--- src/rtl/mips_pkg.sv ---
// Shared pipeline-control definitions: controller states, the register-number
// width, the default memory-wait limit and the load-use hazard test.
package mips_pkg;

  localparam int unsigned REG_W                = 5;
  localparam int unsigned WAIT_W               = 8;
  localparam int unsigned CNT_W                = 16;
  localparam int unsigned MEM_WAIT_MAX_DEFAULT = 15;

  typedef enum logic [1:0] {
    ST_RUN      = 2'd0,
    ST_MEM_WAIT = 2'd1,
    ST_HALT     = 2'd2
  } ctrl_state_t;

  // Register 0 is hard-wired, so a load into it never creates a dependency.
  function automatic logic load_use(input logic             mem_read,
                                    input logic [REG_W-1:0] exe_rt,
                                    input logic [REG_W-1:0] id_rs,
                                    input logic [REG_W-1:0] id_rt);
    return mem_read && (exe_rt != '0) && ((exe_rt == id_rs) || (exe_rt == id_rt));
  endfunction

endpackage

--- src/rtl/pipe_ctrl_perf.sv ---
// Saturating performance counters: stall cycles (pc_en low) and taken-branch cycles.
module pipe_ctrl_perf
  import mips_pkg::*;
(
  input  logic             clock,
  input  logic             reset_n,
  input  logic             pc_en,
  input  logic             branch_taken,
  output logic [CNT_W-1:0] stall_cnt,
  output logic [CNT_W-1:0] flush_cnt
);

  always_ff @(posedge clock or negedge reset_n) begin
    if (!reset_n) begin
      stall_cnt <= '0;
      flush_cnt <= '0;
    end else begin
      if (!pc_en && (stall_cnt != '1))
        stall_cnt <= stall_cnt + 1'b1;
      if (branch_taken && (flush_cnt != '1))
        flush_cnt <= flush_cnt + 1'b1;
    end
  end

endmodule

--- src/rtl/pipe_ctrl.sv ---
// Pipeline hazard/freeze controller (RUN / MEM_WAIT / HALT).
// Optional perf counters are built when PIPE_CTRL_PERF_EN is defined.
module pipe_ctrl
  import mips_pkg::*;
#(
  parameter int unsigned MEM_WAIT_MAX = MEM_WAIT_MAX_DEFAULT
) (
  input  logic             clock,
  input  logic             reset_n,
  input  logic [REG_W-1:0] id_rs,
  input  logic [REG_W-1:0] id_rt,
  input  logic [REG_W-1:0] exe_rt,
  input  logic             exe_mem_read,
  input  logic             mem_branch,
  input  logic             mem_zero,
  input  logic             mem_req,
  input  logic             mem_ready,
  output logic             pc_en,
  output logic             pc_sel_branch,
  output logic             ifid_en,
  output logic             ifid_flush,
  output logic             idexe_en,
  output logic             idexe_flush,
  output logic             exemem_en,
  output logic             exemem_flush,
  output logic             memwb_flush,
  output logic             halted,
  output logic [CNT_W-1:0] stall_cnt,
  output logic [CNT_W-1:0] flush_cnt
);

  localparam logic [WAIT_W-1:0] WAIT_LAST = WAIT_W'(MEM_WAIT_MAX - 1);

  ctrl_state_t       state, next_state;
  logic [WAIT_W-1:0] wait_cnt;
  logic              freeze, halt_now;
  logic              taken, hazard;

  assign taken  = mem_branch && mem_zero;
  assign hazard = load_use(exe_mem_read, exe_rt, id_rs, id_rt);

  always_ff @(posedge clock or negedge reset_n) begin
    if (!reset_n) begin
      state    <= ST_RUN;
      wait_cnt <= '0;
    end else begin
      state <= next_state;
      if ((state == ST_RUN) && (next_state == ST_MEM_WAIT))
        wait_cnt <= '0;
      else if ((state == ST_MEM_WAIT) && !mem_ready)
        wait_cnt <= wait_cnt + 1'b1;
    end
  end

  always_comb begin
    next_state    = state;
    freeze        = 1'b0;
    halt_now      = 1'b0;
    pc_en         = 1'b1;
    pc_sel_branch = 1'b0;
    ifid_en       = 1'b1;
    ifid_flush    = 1'b0;
    idexe_en      = 1'b1;
    idexe_flush   = 1'b0;
    exemem_en     = 1'b1;
    exemem_flush  = 1'b0;
    memwb_flush   = 1'b0;
    halted        = 1'b0;

    case (state)
      ST_RUN: begin
        if (mem_req && !mem_ready) begin
          freeze     = 1'b1;
          next_state = ST_MEM_WAIT;
        end
      end
      ST_MEM_WAIT: begin
        // A released freeze falls through to the RUN decode below, so a branch
        // held in EXE/MEM during the wait is acted on in this cycle.
        if (!mem_ready) begin
          freeze = 1'b1;
          if (wait_cnt == WAIT_LAST)
            next_state = ST_HALT;
        end else begin
          next_state = ST_RUN;
        end
      end
      ST_HALT:  halt_now   = 1'b1;
      default:  next_state = ST_RUN;
    endcase

    if (halt_now) begin
      pc_en        = 1'b0;
      ifid_en      = 1'b0;
      idexe_en     = 1'b0;
      exemem_en    = 1'b0;
      ifid_flush   = 1'b1;
      idexe_flush  = 1'b1;
      exemem_flush = 1'b1;
      memwb_flush  = 1'b1;
      halted       = 1'b1;
    end else if (freeze) begin
      pc_en       = 1'b0;
      ifid_en     = 1'b0;
      idexe_en    = 1'b0;
      exemem_en   = 1'b0;
      memwb_flush = 1'b1;
    end else if (taken) begin
      pc_sel_branch = 1'b1;
      ifid_flush    = 1'b1;
      idexe_flush   = 1'b1;
      exemem_flush  = 1'b1;
    end else if (hazard) begin
      pc_en       = 1'b0;
      ifid_en     = 1'b0;
      idexe_flush = 1'b1;
    end

    // Reset drives the safe pattern combinationally, ahead of any clock edge.
    if (!reset_n) begin
      pc_en         = 1'b0;
      pc_sel_branch = 1'b0;
      ifid_en       = 1'b0;
      ifid_flush    = 1'b1;
      idexe_en      = 1'b0;
      idexe_flush   = 1'b1;
      exemem_en     = 1'b0;
      exemem_flush  = 1'b1;
      memwb_flush   = 1'b1;
      halted        = 1'b0;
    end
  end

`ifdef PIPE_CTRL_PERF_EN
  pipe_ctrl_perf u_perf (
    .clock        (clock),
    .reset_n      (reset_n),
    .pc_en        (pc_en),
    .branch_taken (pc_sel_branch),
    .stall_cnt    (stall_cnt),
    .flush_cnt    (flush_cnt)
  );
`else
  assign stall_cnt = '0;
  assign flush_cnt = '0;
`endif

endmodule

--- config.mk ---
export PLATFORM = sky130hd
export DESIGN_NAME = pipe_ctrl
export DESIGN_NICKNAME = d
export VERILOG_FILES = /design/src/rtl/mips_pkg.sv /design/src/rtl/pipe_ctrl_perf.sv /design/src/rtl/pipe_ctrl.sv
export SDC_FILE = /design/constraint.sdc
export NUM_CORES = 1
export LEC_CHECK = 0
export ABC_AREA = 1
export ABC_CLOCK_PERIOD_IN_PS = 2950
export BUFFER_PORTS_ARGS = -buffer_cell sky130_fd_sc_hd__buf_4
export CAP_MARGIN = 15
export CORE_ASPECT_RATIO = 1.2
export CORE_MARGIN = 1
export CORE_UTILIZATION = 25
export DETAILED_ROUTE_END_ITERATION = 16
export SYNTH_ARGS = -nofsm -noshare
export SYNTH_HDL_FRONTEND = slang
export SYNTH_SLANG_ARGS = --single-unit
--- constraint.sdc ---
create_clock -name clock -period 2.95 [get_ports clock]
set_input_delay 0.295 -clock clock [delete_from_list [all_inputs] [get_ports clock]]
set_output_delay 0.295 -clock clock [all_outputs]
set_load 0.005 [all_outputs]
# Word level (Yosys, flattened, before mapping)
# Index checks and enable logic that the tools add are counted.
# W data, S select, Z words.
dict set report op_classes {
  n_mux 34
  reduce_logical 11
  eq_ne 6
  add_sub_neg 1
}
# operator n
set ops {}
lappend ops {{$mux W1} 27}
lappend ops {{$mux W8} 2}
lappend ops {{$eq A5 B5 Y1} 2}
lappend ops {{$add A8 B1 Y8 const B} 1}
lappend ops {{$eq A8 B4 Y1 const B} 1}
lappend ops {{$logic_and A1 B1 Y1} 6}
lappend ops {{$mux W2} 3}
lappend ops {{$pmux W2 S3} 1}
lappend ops {{$reduce_bool A5 Y1} 1}
lappend ops {{$eq A2 B1 Y1 const B} 2}
lappend ops {{$eq A2 B2 Y1 const B} 1}
lappend ops {{$logic_not A2 Y1} 1}
lappend ops {{$pmux W1 S2} 1}
lappend ops {{$reduce_bool A2 Y1} 1}
lappend ops {{$logic_not A1 Y1} 1}
lappend ops {{$logic_or A1 B1 Y1} 1}
dict set report totals {
  inputBits 22
  register_bits 10
  wordCells 54
  output_inout_bits 42
}

# Depth between registers and ports, before layout
# Gate-level depths: netlist of the first run.
dict set report logic_depth {
  depth_word 8
  mapped_depth 10
  ltp_nobuf 9
}

# Worst setup path after synthesis of the first run
# OpenSTA, ideal clock, no wires.
dict set report synth_timing {
  kind {reg2out}
  start {register state[1]}
  end {output port ifid_flush}
  n_path_buf 1
  arrival_time_ps 1084
  required_time_ps 2655
  path_stages_with_launch 8
  slack_ps 1571
  cell_sequence {dfrtp_1 -> nor2_4 -> nand3_2 -> nand2_4 -> nor2_1 -> nor2_1 -> inv_1 -> buf_4}
}
dict set report synth_via {
  elab_chain_cells 5
  elab_cells_between_ends 8
  cone_classes {2 x eq/ne; 5 x mux; 1 x reduce/logical}
}
# element line
set synth_lines {}
lappend synth_lines {{start, declared} pipe_ctrl.sv:34} ;# ctrl_state_t state, next_state;
lappend synth_lines {{start signal, assigned} pipe_ctrl.sv:47} ;# state <= next_state;
lappend synth_lines {{$eq A2 B1 Y1 or $logic_not A2 Y1 (tied branches)} pipe_ctrl.sv:70} ;# case (state)
lappend synth_lines {{$pmux W1 S2} pipe_ctrl.sv:70}
lappend synth_lines {{$mux W1} -}
lappend synth_lines {{$mux W1 * (2 in series)} -}
lappend synth_lines {{end, declared} pipe_ctrl.sv:21} ;# output logic ifid_flush,
# Mark *: on every way between the ends. The rest lies on a longest branch, timed or not.

# Final worst setup path of the first run
dict set report layout_timing {
  start {input port reset_n}
  end {output port ifid_en}
}
dict set report layout_via {
  elab_chain_cells 1
}
# element line
set layout_lines {}
lappend layout_lines {{start, declared} pipe_ctrl.sv:9} ;# input logic reset_n,
lappend layout_lines {{$mux W1} pipe_ctrl.sv:120} ;# if (!reset_n) begin
lappend layout_lines {{end, declared} pipe_ctrl.sv:20} ;# output logic ifid_en,
# Every way passes these cells.

==> results of run 1 <==
==> tightest hold or removal path, stage by stage <==
cell	delay (ns)
buf_4	0.12
nand2_1	0.06
a21oi_1	0.06
==> synthesized netlist by cell type (all sizes together) <==
cell   number  share of area, %
a31oi       1              0.58
o21ai       5               2.3
conb        1              0.35
and3        1              0.58
nor2       15               5.9
xor2        1              0.81
nand2      41                15
inv        28               9.7
xnor2       3               2.4
nand3       9               5.1
buf        35                24
nand4       2               1.2
nor3        5               3.2
nor4        1               1.2
o31ai       1              0.69
a21oi       3               1.4
ha          2               2.3
dfrtp      10                23
==> through the flow <==
stage               setup WS, ns  cells
floorplan                   1.57    195
global placement            1.48    245
detailed placement          1.47    245
CTS                        0.961    249
global route               0.859    249
finish                      1.01    249
==> final cells by class <==
type	instances	area share (%)
flip-flops and latches	10	19.4
inverters	28	8.15
repair buffers	32	18.8
well taps	54	5.24
multi-input cells	122	45.2
clock buffers	3	3.20
==> metal layers <==
layer / track usage, % / up-vias / share of wire (%)
li1: - / 494 / -
met1: 10.5 / 397 / 46
met2: 16.7 / 56 / 44
met3: 1.07 / 4 / 7.3
met4: 5.43 / 0 / 2.3
met5: 0 / - / 0
==> report_power, final <==
group	internal (mW)	switching, mW	leakage, nW
clock network	0.0890	0.0494	0.0216
logic	0.0293	0.0338	0.618
registers	0.138	0	0.124
==> path summary, 6_finish.rpt <==
check | startpoint | to | slack [ns] | cells after the start
min reg2reg | wait_cnt[1] | wait_cnt[1] | 0.56 | 2
min | mem_req | state[0] | 0.35 | 3
max | reset_n | ifid_en | 1.01 | 7
max reg2reg | state[1] | wait_cnt[6] | 1.72 | 5
max in group asynchronous | reset_n | wait_cnt[3] | 2.36 | 2
min in group asynchronous | reset_n | state[1] | 0.44 | 2
==> repair_timing <==
item                      4_1_cts  5_1_grt
hold endpoints to repair       10        0
hold buffers                    1        0
setup buffers                   0        0
==> registers in the layout, indices dropped and copies added (netlist names) <==
name and count:
wait_cnt 8, state 2
==> logic make-up (layout without fill, tap and decap cells) <==
logic type      count (synthesis)  in the layout  synth area share (%)
compound gates                 10             10                  4.96
xor+xnor                        4              4                  3.23
fa+ha+maj                       2              2                  2.31
buf+inv                        63             63                  33.9
flops                          10             10                  23.1
other cells                     1             32                 0.346
simple gates                   74             74                  32.2
==> results by group, run 1 <==
Clocking
  – CTS Root Cell: clkbuf_8
  – CTS tree: built
  – Clk sinks: 10
  – Resized cells post-CTS: 0
  – H-tree Lvls: 1
  – Clock latency on the worst-skew pair: between 0.2 and 0.25 ns
  – CTS max path bufs: 2
  – CTS Buf Count: 3
  – Reg clk slew, reported paths: roughly 0.050 ns

Timing
  – Setup TNS Final: 0 ns
  – Min Hold Slack: around 0.35 ns
  – Crit share post-route: 65.9%
  – Clock Skews: between 0.0015 and 0.002 ns
  – RSZ-0062 raised after global routing: no
  – Fin crit period: 1.94 ns
  – Final Hold Fails: 0
  – Final Max Slew Viols: 0
  – Setup violators final: 0
  – Fmax: 515 MHz

Synth
  – Yosys warnings: 0
  – Flops & latches, synth: 10
  – Post-synthesis sequential area ratio: ~23%
  – Synth Area per Inst: around 6.6 um2
  – Synthesized area: roughly 0.0011 mm2
  – Post-synth cell types: 23
  – Mapped Cells: ~160

Routing
  – DRC: 0
  – Vias/cell: around 3.8
  – DR vias: 951
  – First-pass DRT Iterations: 4
  – Total Wirelength: between 2000 and 2500 um
  – ANT nets after route: 0
  – Iter 0 DRT Violations: 28
  – Wire per inst: around 8.5 um

Global routing
  – Tot GR Track Use: 9.17%
  – Antenna violations before repair: 0
  – Gr ovfl total: 0
  – Largest net degree at the start of global routing: 13
  – Number of global-route vias before repair: 827
  – First-pass GRT wire length: roughly 3400 um

Floorplanning
  – Full die area: about 0.0046 mm2
  – Initial Utilization: ~27%
  – Die Ht: approximately 74 um
  – Io pins: 64
  – Core Region: 0.00404 mm2
  – Row cnt: 25
  – Die width: around 62 um

Setup path
  – CP max FO: 12
  – Setup crit end kind: output port
  – Critical path class: input pin to output port
  – Cell Chain, Critical Path: dlygate4sd3_1 > buf_4 > nand2_1 > nor2_1 > nand2_1 > inv_1 > buf_4
  – Crit path buffers/inverters: 4
  – Crit path DAT: 1.65 ns
  – Worst EP required: around 2.7 ns
  – CP top delay family: buffers and inverters
  – CP peak stage delay: around 0.53 ns
  – Startpoint Class: input pin
  – CP max stage cell: dlygate4sd3_1

Final layout
  – Most common library cell in the layout ignoring fill and taps: nand2_1
  – Reg area: around 250 um2
  – Most frequent cells in the layout: nand2_1, conb_1, buf_4, inv_1, nor2_1
  – Share of cells above drive strength 1: 21.5%
  – N_diodes: 0
  – Fill cells: 440
  – Core Util, Final: approximately a third
  – P&R area growth vs syn: 18.9%
  – Design area: 0.00129 mm2
  – Multi-input logic area: between 500 and 600 um2
  – Final net count: approximately 220

Pwr
  – P per Cell Area: around 260 mW/mm2
  – Leak: approximately 0.76 nW
  – Total power: between 300 and 400 uW
  – Max IR drop VDD: about 100 uV

Place
  – DP Area: between 0.001 and 0.0015 mm2
  – Post-DP HPWL: between 1500 and 2000 um
  – IO Port Bufs: 31
  – Final Wtd Congestion: approximately 0.77

Status
  – Status: completed

Min path
  – Hold Crit Class: input pin to flip-flop

Flow run
  – Max-cap violations: 0
Power figures use the tool's default switching activity.
==> run 2, diff against run 1 <==
--- a/config.mk
+++ b/config.mk
@@ -5,8 +5,8 @@
 export SDC_FILE = /design/constraint.sdc
 export NUM_CORES = 1
 export LEC_CHECK = 0
-export ABC_AREA = 1
-export ABC_CLOCK_PERIOD_IN_PS = 2950
+export ABC_AREA = 0
+export ABC_CLOCK_PERIOD_IN_PS = 1800
 export BUFFER_PORTS_ARGS = -buffer_cell sky130_fd_sc_hd__buf_4
 export CAP_MARGIN = 15
 export CORE_ASPECT_RATIO = 1.2
==> constraint.sdc (replaced) <==
create_clock -name clock -period 1.8 [get_ports clock]
set_input_delay 0.18 -clock clock [delete_from_list [all_inputs] [get_ports clock]]
set_output_delay 0.18 -clock clock [all_outputs]
set_load 0.005 [all_outputs]
==> run 2 against run 1 <==
Net effect: register-to-register slack got worse by 1.3 ns; die area fell by 10%; synthesized cell count fell by 30%; critical path depth fell by 2; first-iteration DRC count fell by 25%; final cell count fell by 20%; non-clock buffer count rose by 1; count of clock-buffer cells in the layout did not move; global-route usage fell by 0.30 points; hold slack got worse by 0.064 ns; combinational power rose to 3.4 times the previous value; critical path type is now flip-flop to output port.
==> results by group, run 2 <==
Floorplanning
  – Die width: just under 60 um
  – Row cnt: 24
  – Initial Utilization: between 20% and 30%
  – Io pins: 64
  – Die Ht: 70.3 um
  – Core Region: approximately 0.0037 mm2
  – Full die area: 0.00414 mm2

Timing
  – Fin crit period: 1.69 ns
  – Final Max Slew Viols: 0
  – Crit share post-route: 93.7%
  – Clock Skews: between 0.0015 and 0.002 ns
  – Final Hold Fails: 0
  – Setup TNS Final: 0 ns
  – Fmax: 593 MHz
  – Setup violators final: 0

Global routing
  – Antenna violations before repair: 0
  – Number of global-route vias before repair: 669
  – Tot GR Track Use: under 10%
  – Gr ovfl total: 0
  – Largest net degree at the start of global routing: 14
  – First-pass GRT wire length: about 2800 um

Synth
  – Yosys top cell area share: around 27%
  – Top cells by area, synth: buf_4, dfrtp_1, xor2_1, nor2_1, ha_1
  – Post-synth cell types: 27
  – Area leader, netlist: buf_4
  – Flops & latches, synth: 10
  – Commonest cells post-synth: buf_4, xor2_1, nor2_1, dfrtp_1
  – Asr flop ratio synth: 100%
  – Synth Flop Type: dfrtp_1
  – Post-synthesis sequential area ratio: between 20 and 30%
  – Post-synth EDFFs: 0
  – Synth Area per Inst: 8.44 um2
  – Yosys warnings: 0
  – Most numerous cell in the Yosys netlist: buf_4
  – Mapped Cells: around 120
  – Synthesized area: around 970 um2

Setup path
  – Reg2reg start: state[1]
  – Worst r2r path cells: 4
  – Critical path class: flip-flop to output port
  – Setup slack, reg-to-reg: 0.42 ns
  – Worst r2r dst: wait_cnt[4]
  – Cell Chain, Critical Path: nor2_2 > o21ai_1 > a31o_2 > o21bai_1 > buf_4
  – CP max stage cell: dfrtp_1
  – Crit path DAT: ~1.5 ns
  – Worst EP required: between 1.5 and 2 ns
  – CP max FO: 4
  – CP peak stage delay: between 0.4 and 0.5 ns
  – Setup crit end kind: output port
  – Startpoint Class: flip-flop

Routing
  – DR vias: 735
  – ANT nets after route: 0
  – Total Wirelength: between 1500 and 2000 um
  – First-pass DRT Iterations: 4
  – Wire per inst: 8.42 um
  – Vias/cell: 3.69
  – Iter 0 DRT Violations: 21
  – Met3 routed WL: roughly 240 um
  – Highest routed layer: met4
  – Met2 WL: approximately 730 um
  – DRC: 0
  – Wire length on met1: 684 um

Pwr
  – Max IR drop VDD: 548 uV
  – Total power: 721 uW
  – Leak: slightly above 0.6 nW
  – P per Cell Area: 609 mW/mm2

Clocking
  – CTS Root Cell: clkbuf_8
  – CTS Buf Count: 3
  – Reg clk slew, reported paths: about 0.04 ns
  – Clock latency on the worst-skew pair: about 0.23 ns
  – Post-CTS setup buffers: 0
  – Clk sinks: 10
  – CTS tree: built
  – H-tree Lvls: 1
  – CTS max path bufs: 2

Flow run
  – Max-cap violations: 0

Final layout
  – Design area: between 0.001 and 0.0015 mm2
  – Most frequent cells in the layout: conb_1, buf_4, xor2_1, nor2_1, dfrtp_1
  – Share of cells above drive strength 1: approximately a quarter
  – P&R area growth vs syn: 21.9%
  – Top Registers: wait_cnt (8), state (2)
  – Final net count: roughly 170
  – Max reg flops: 8
  – Biggest register: wait_cnt
  – N_diodes: 0

Min path
  – Worst hold stages: 4
  – Hold Crit Class: input pin to flip-flop
  – Min-Delay Endpoint: state[1]
  – Hold_sp: mem_ready

Place
  – IO Port Bufs: 31
  – DP Area: 0.00113 mm2
  – Post-DP HPWL: ~1400 um
  – Final Wtd Congestion: about 0.76

Status
  – Status: completed
==> run 2: changes by cell type after synthesis, moves of 3 or more <==
cell	change
nand2b_1	+3
inv_1	-25
nand2_1	-34
a21oi_1	-3
o21ai_0	-3
xor2_1	+15
==> run 2: critical path: cells and delay by family (launching register included) <==
kind | cells | cell delay, ns
compound gates | 3 | 0.56
buf+inv | 1 | 0.14
flops | 1 | 0.43
simple gates | 1 | 0.15
==> run 2: power by group <==
group / internal (mW) / total [mW] / switching [mW]
sequential: 0.253 / 0.283 / 0.0303
combinational: 0.112 / 0.217 / 0.105
clock: 0.145 / 0.221 / 0.0756
==> run 2: logic make-up (layout without fill, tap and decap cells) <==
family,count (synthesis),count (layout),share of synthesized area [%]
AO/OA/AOI/OAI,9,9,6.57
other,1,32,0.386
buffers and inverters,38,39,28.2
AND/OR/NAND/NOR,38,38,21.1
flip-flops,10,10,25.8
XOR/XNOR,17,17,15.3
adder cells (fa/ha/maj),2,2,2.58
==> run 2: worst max-delay path by stage <==
stage	start	endpoint	slack (ns)	cells past startpoint
2_1_floorplan	state[0]	pc_en	0.40	4
3_3_place_gp	state[1]	idexe_flush	0.28	5
3_5_place_dp	exe_rt[1]	ifid_en	0.26	6
4_1_cts	state[0]	ifid_en	0.02	4
5_1_grt	state[1]	idexe_flush	-0.0009	5
6_report	state[1]	idexe_flush	0.11	5
==> run 2: area by class of cell <==
type                            instances  area, um2
Clock buffer                            3       41.3
Sequential cell                        10        250
Fill cell                             416       2480
Timing Repair Buffer                   33        250
Inverter                                3       11.3
Multi-Input combinational cell         98        566
Tap cell                               52       65.1
==> run 2: per-stage QoR <==
stage	hold WS, ns	worst slack [ns]	std cells	util [%]
after floorplan	-0.116	0.403	146	-
after global placement	0.0298	0.284	195	30.8
after detailed placement	0.0295	0.257	195	30.8
after CTS	0.287	0.0209	199	32.2
after global routing	0.295	-0.000932	199	32.3
final	0.282	0.114	199	32.3
==> run 2: layer usage <==
layer | vias to the layer above | GRT usage [%]
li1 | 371 | -
met1 | 311 | 9.63
met2 | 51 | 14.5
met3 | 2 | 4.44
met4 | 0 | 3.17
met5 | - | 0
==> run 2: repair_timing <==
| action | CTS | global route |
|---|---|---|
| setup endpoints to repair | 0 | 3 |
| resized for setup | 0 | 2 |
| hold buffers | 1 | 0 |
| endpoints found under the hold margin | 10 | 0 |
==> run 3, diff against run 2 <==
--- a/config.mk
+++ b/config.mk
@@ -11,8 +11,9 @@
 export CAP_MARGIN = 15
 export CORE_ASPECT_RATIO = 1.2
 export CORE_MARGIN = 1
-export CORE_UTILIZATION = 25
+export CORE_UTILIZATION = 35
 export DETAILED_ROUTE_END_ITERATION = 16
+export PLACE_DENSITY = 0.69
 export SYNTH_ARGS = -nofsm -noshare
 export SYNTH_HDL_FRONTEND = slang
 export SYNTH_SLANG_ARGS = --single-unit
==> run 3 against run 2 <==
Net effect: global-route usage is 3.7 points higher; largest power group unchanged; clock skew increased by 0.0028 ns; count of clock-buffer cells in the layout did not move.
==> results by group, run 3 (synthesis gave the netlist of run 2 again) <==
Status
  – Status: completed

Clocking
  – H-tree Lvls: 1
  – CTS max path bufs: 2
  – CTS tree: built
  – CTS Buf Count: 3
  – Clock latency on the worst-skew pair: about 0.26 ns
  – Reg clk slew, reported paths: around 0.06 ns
  – CTS Root Cell: clkbuf_4
  – Clk sinks: 10

Min path
  – Hold Crit Class: input pin to flip-flop
  – Hold_sp: mem_ready

Final layout
  – Biggest register: wait_cnt
  – P&R area growth vs syn: 19.2%
  – Final net count: approximately 180
  – Design area: between 0.001 and 0.0015 mm2
  – Finished Layout Cells: roughly 180
  – Share of cells above drive strength 1: between 20 and 30%
  – Max reg flops: 8
  – Most frequent cells in the layout: buf_4, conb_1, xor2_1, nor2_1, dfrtp_1
  – N_diodes: 0
  – Top Registers: wait_cnt (8), state (2)
  – Most common library cell in the layout ignoring fill and taps: buf_4

Place
  – DP Area: approximately 0.0011 mm2
  – Post-Place Cells: about 180
  – Dpl ws: ~0.26 ns
  – Final Wtd Congestion: ~0.83
  – Post-DP HPWL: 1450 um
  – IO Port Bufs: 31

Routing
  – Vias/cell: approximately 4.3
  – ANT nets after route: 0
  – Total Wirelength: approximately 1800 um
  – First-pass DRT Iterations: 3
  – DR vias: a little under 800
  – DRC: 0
  – Wire per inst: a little under 10 um
  – Iter 0 DRT Violations: 10

Global routing
  – Tot GR Track Use: 12.6%
  – Number of global-route vias before repair: 725
  – Gr ovfl total: 0
  – Antenna violations before repair: 0
  – First-pass GRT wire length: 2870 um
  – Largest net degree at the start of global routing: 14

Timing
  – Setup WS post-layout: about 0.12 ns
  – Fin crit period: 1.68 ns
  – Final Max Slew Viols: 0
  – Setup TNS Final: 0 ns
  – Fmax: about 600 MHz
  – Final Hold Fails: 0
  – Crit share post-route: between 90% and 100%
  – RSZ-0062 raised after global routing: no
  – Clock Skews: around 0.0046 ns
  – Setup violators final: 0

Floorplanning
  – Row cnt: 20
  – Initial Utilization: 37.7%
  – Core Region: 0.00258 mm2
  – Die width: ~50 um
  – Die Ht: 59.7 um
  – Full die area: about 0.0030 mm2
  – Io pins: 64

Pwr
  – Max IR drop VDD: 491 uV
  – Leak: 0.622 nW
  – P per Cell Area: ~560 mW/mm2

Setup path
  – Setup slack, reg-to-reg: 0.27 ns
  – Most used cell, CP: buf_4
  – Crit path DAT: ~1.5 ns
  – Setup crit end kind: output port
  – Reg2reg start: state[1]
  – Worst EP required: ~1.6 ns
  – Crit path buffers/inverters: 3
  – Critical path class: input pin to output port
  – CP top delay family: buffers and inverters
  – Startpoint Class: input pin
  – CP peak stage delay: around 0.53 ns
  – Worst setup path startpoint: reset_n
  – Cell Chain, Critical Path: dlygate4sd3_1 > buf_4 > nand2_1 > a31o_2 > o21bai_1 > buf_4
  – CP max stage cell: dlygate4sd3_1
  – CP max FO: 13

Flow run
  – Max-cap violations: 0
run 3: final timing paths:
| kind | endpoint | cells after the start |
|---|---|---|
| worst max-delay path | idexe_flush | 6 |
| worst min-delay path | state[1] | 4 |
| worst max register to register | wait_cnt[7] | 5 |
| worst min register to register | wait_cnt[6] | 2 |
| max in group asynchronous | state[1] | 2 |
| min in group asynchronous | wait_cnt[3] | 2 |
run 3: metal layers:
metal	GRT usage, %	wire (um)	vias up
met5	0	0	-
met4	8.16	24	0
met3	2.04	131	2
met2	23.8	973	33
met1	12.6	667	362
li1	-	-	377
run 3: per-stage QoR:
| stage | hold WS [ns] | utilization [%] | total power, mW |
|---|---|---|---|
| after floorplan | -0.116 | - | 0.462 |
| after global placement | 0.0230 | 42.9 | 0.499 |
| after detailed placement | 0.0268 | 42.9 | 0.507 |
| after CTS | 0.256 | 44.2 | 0.661 |
| after global routing | 0.256 | 44.9 | 0.709 |
| final | 0.246 | 44.9 | 0.651 |
run 3: what timing repair did:
action / in CTS / in global routing
hold endpoints to repair: 10 / 0
hold buffers: 1 / 0
buffers inserted: 0 / 2
endpoints found under the setup margin: 0 / 4
gates resized for setup: 0 / 3
run 3: cell type report:
cell class | count | area [um2]
Fill cell | 258 | 1420
Multi-Input combinational cell | 98 | 566
Timing Repair Buffer | 35 | 265
Sequential cell | 10 | 251
Tap cell | 33 | 41.3
Clock buffer | 3 | 22.5
Inverter | 3 | 11.3
run 3: report_power, final:
| group | internal, mW | switching, mW |
|---|---|---|
| sequential | 0.252 | 0.0306 |
| combinational | 0.113 | 0.109 |
| clock | 0.0769 | 0.0699 |
run 3: worst min-delay path: cells and delay by family:
| kind | cells | cell delay (ns) |
|---|---|---|
| AO/OA/AOI/OAI | 1 | 0.08 |
| AND/OR/NAND/NOR | 2 | 0.09 |
| buffers and inverters | 1 | 0.12 |
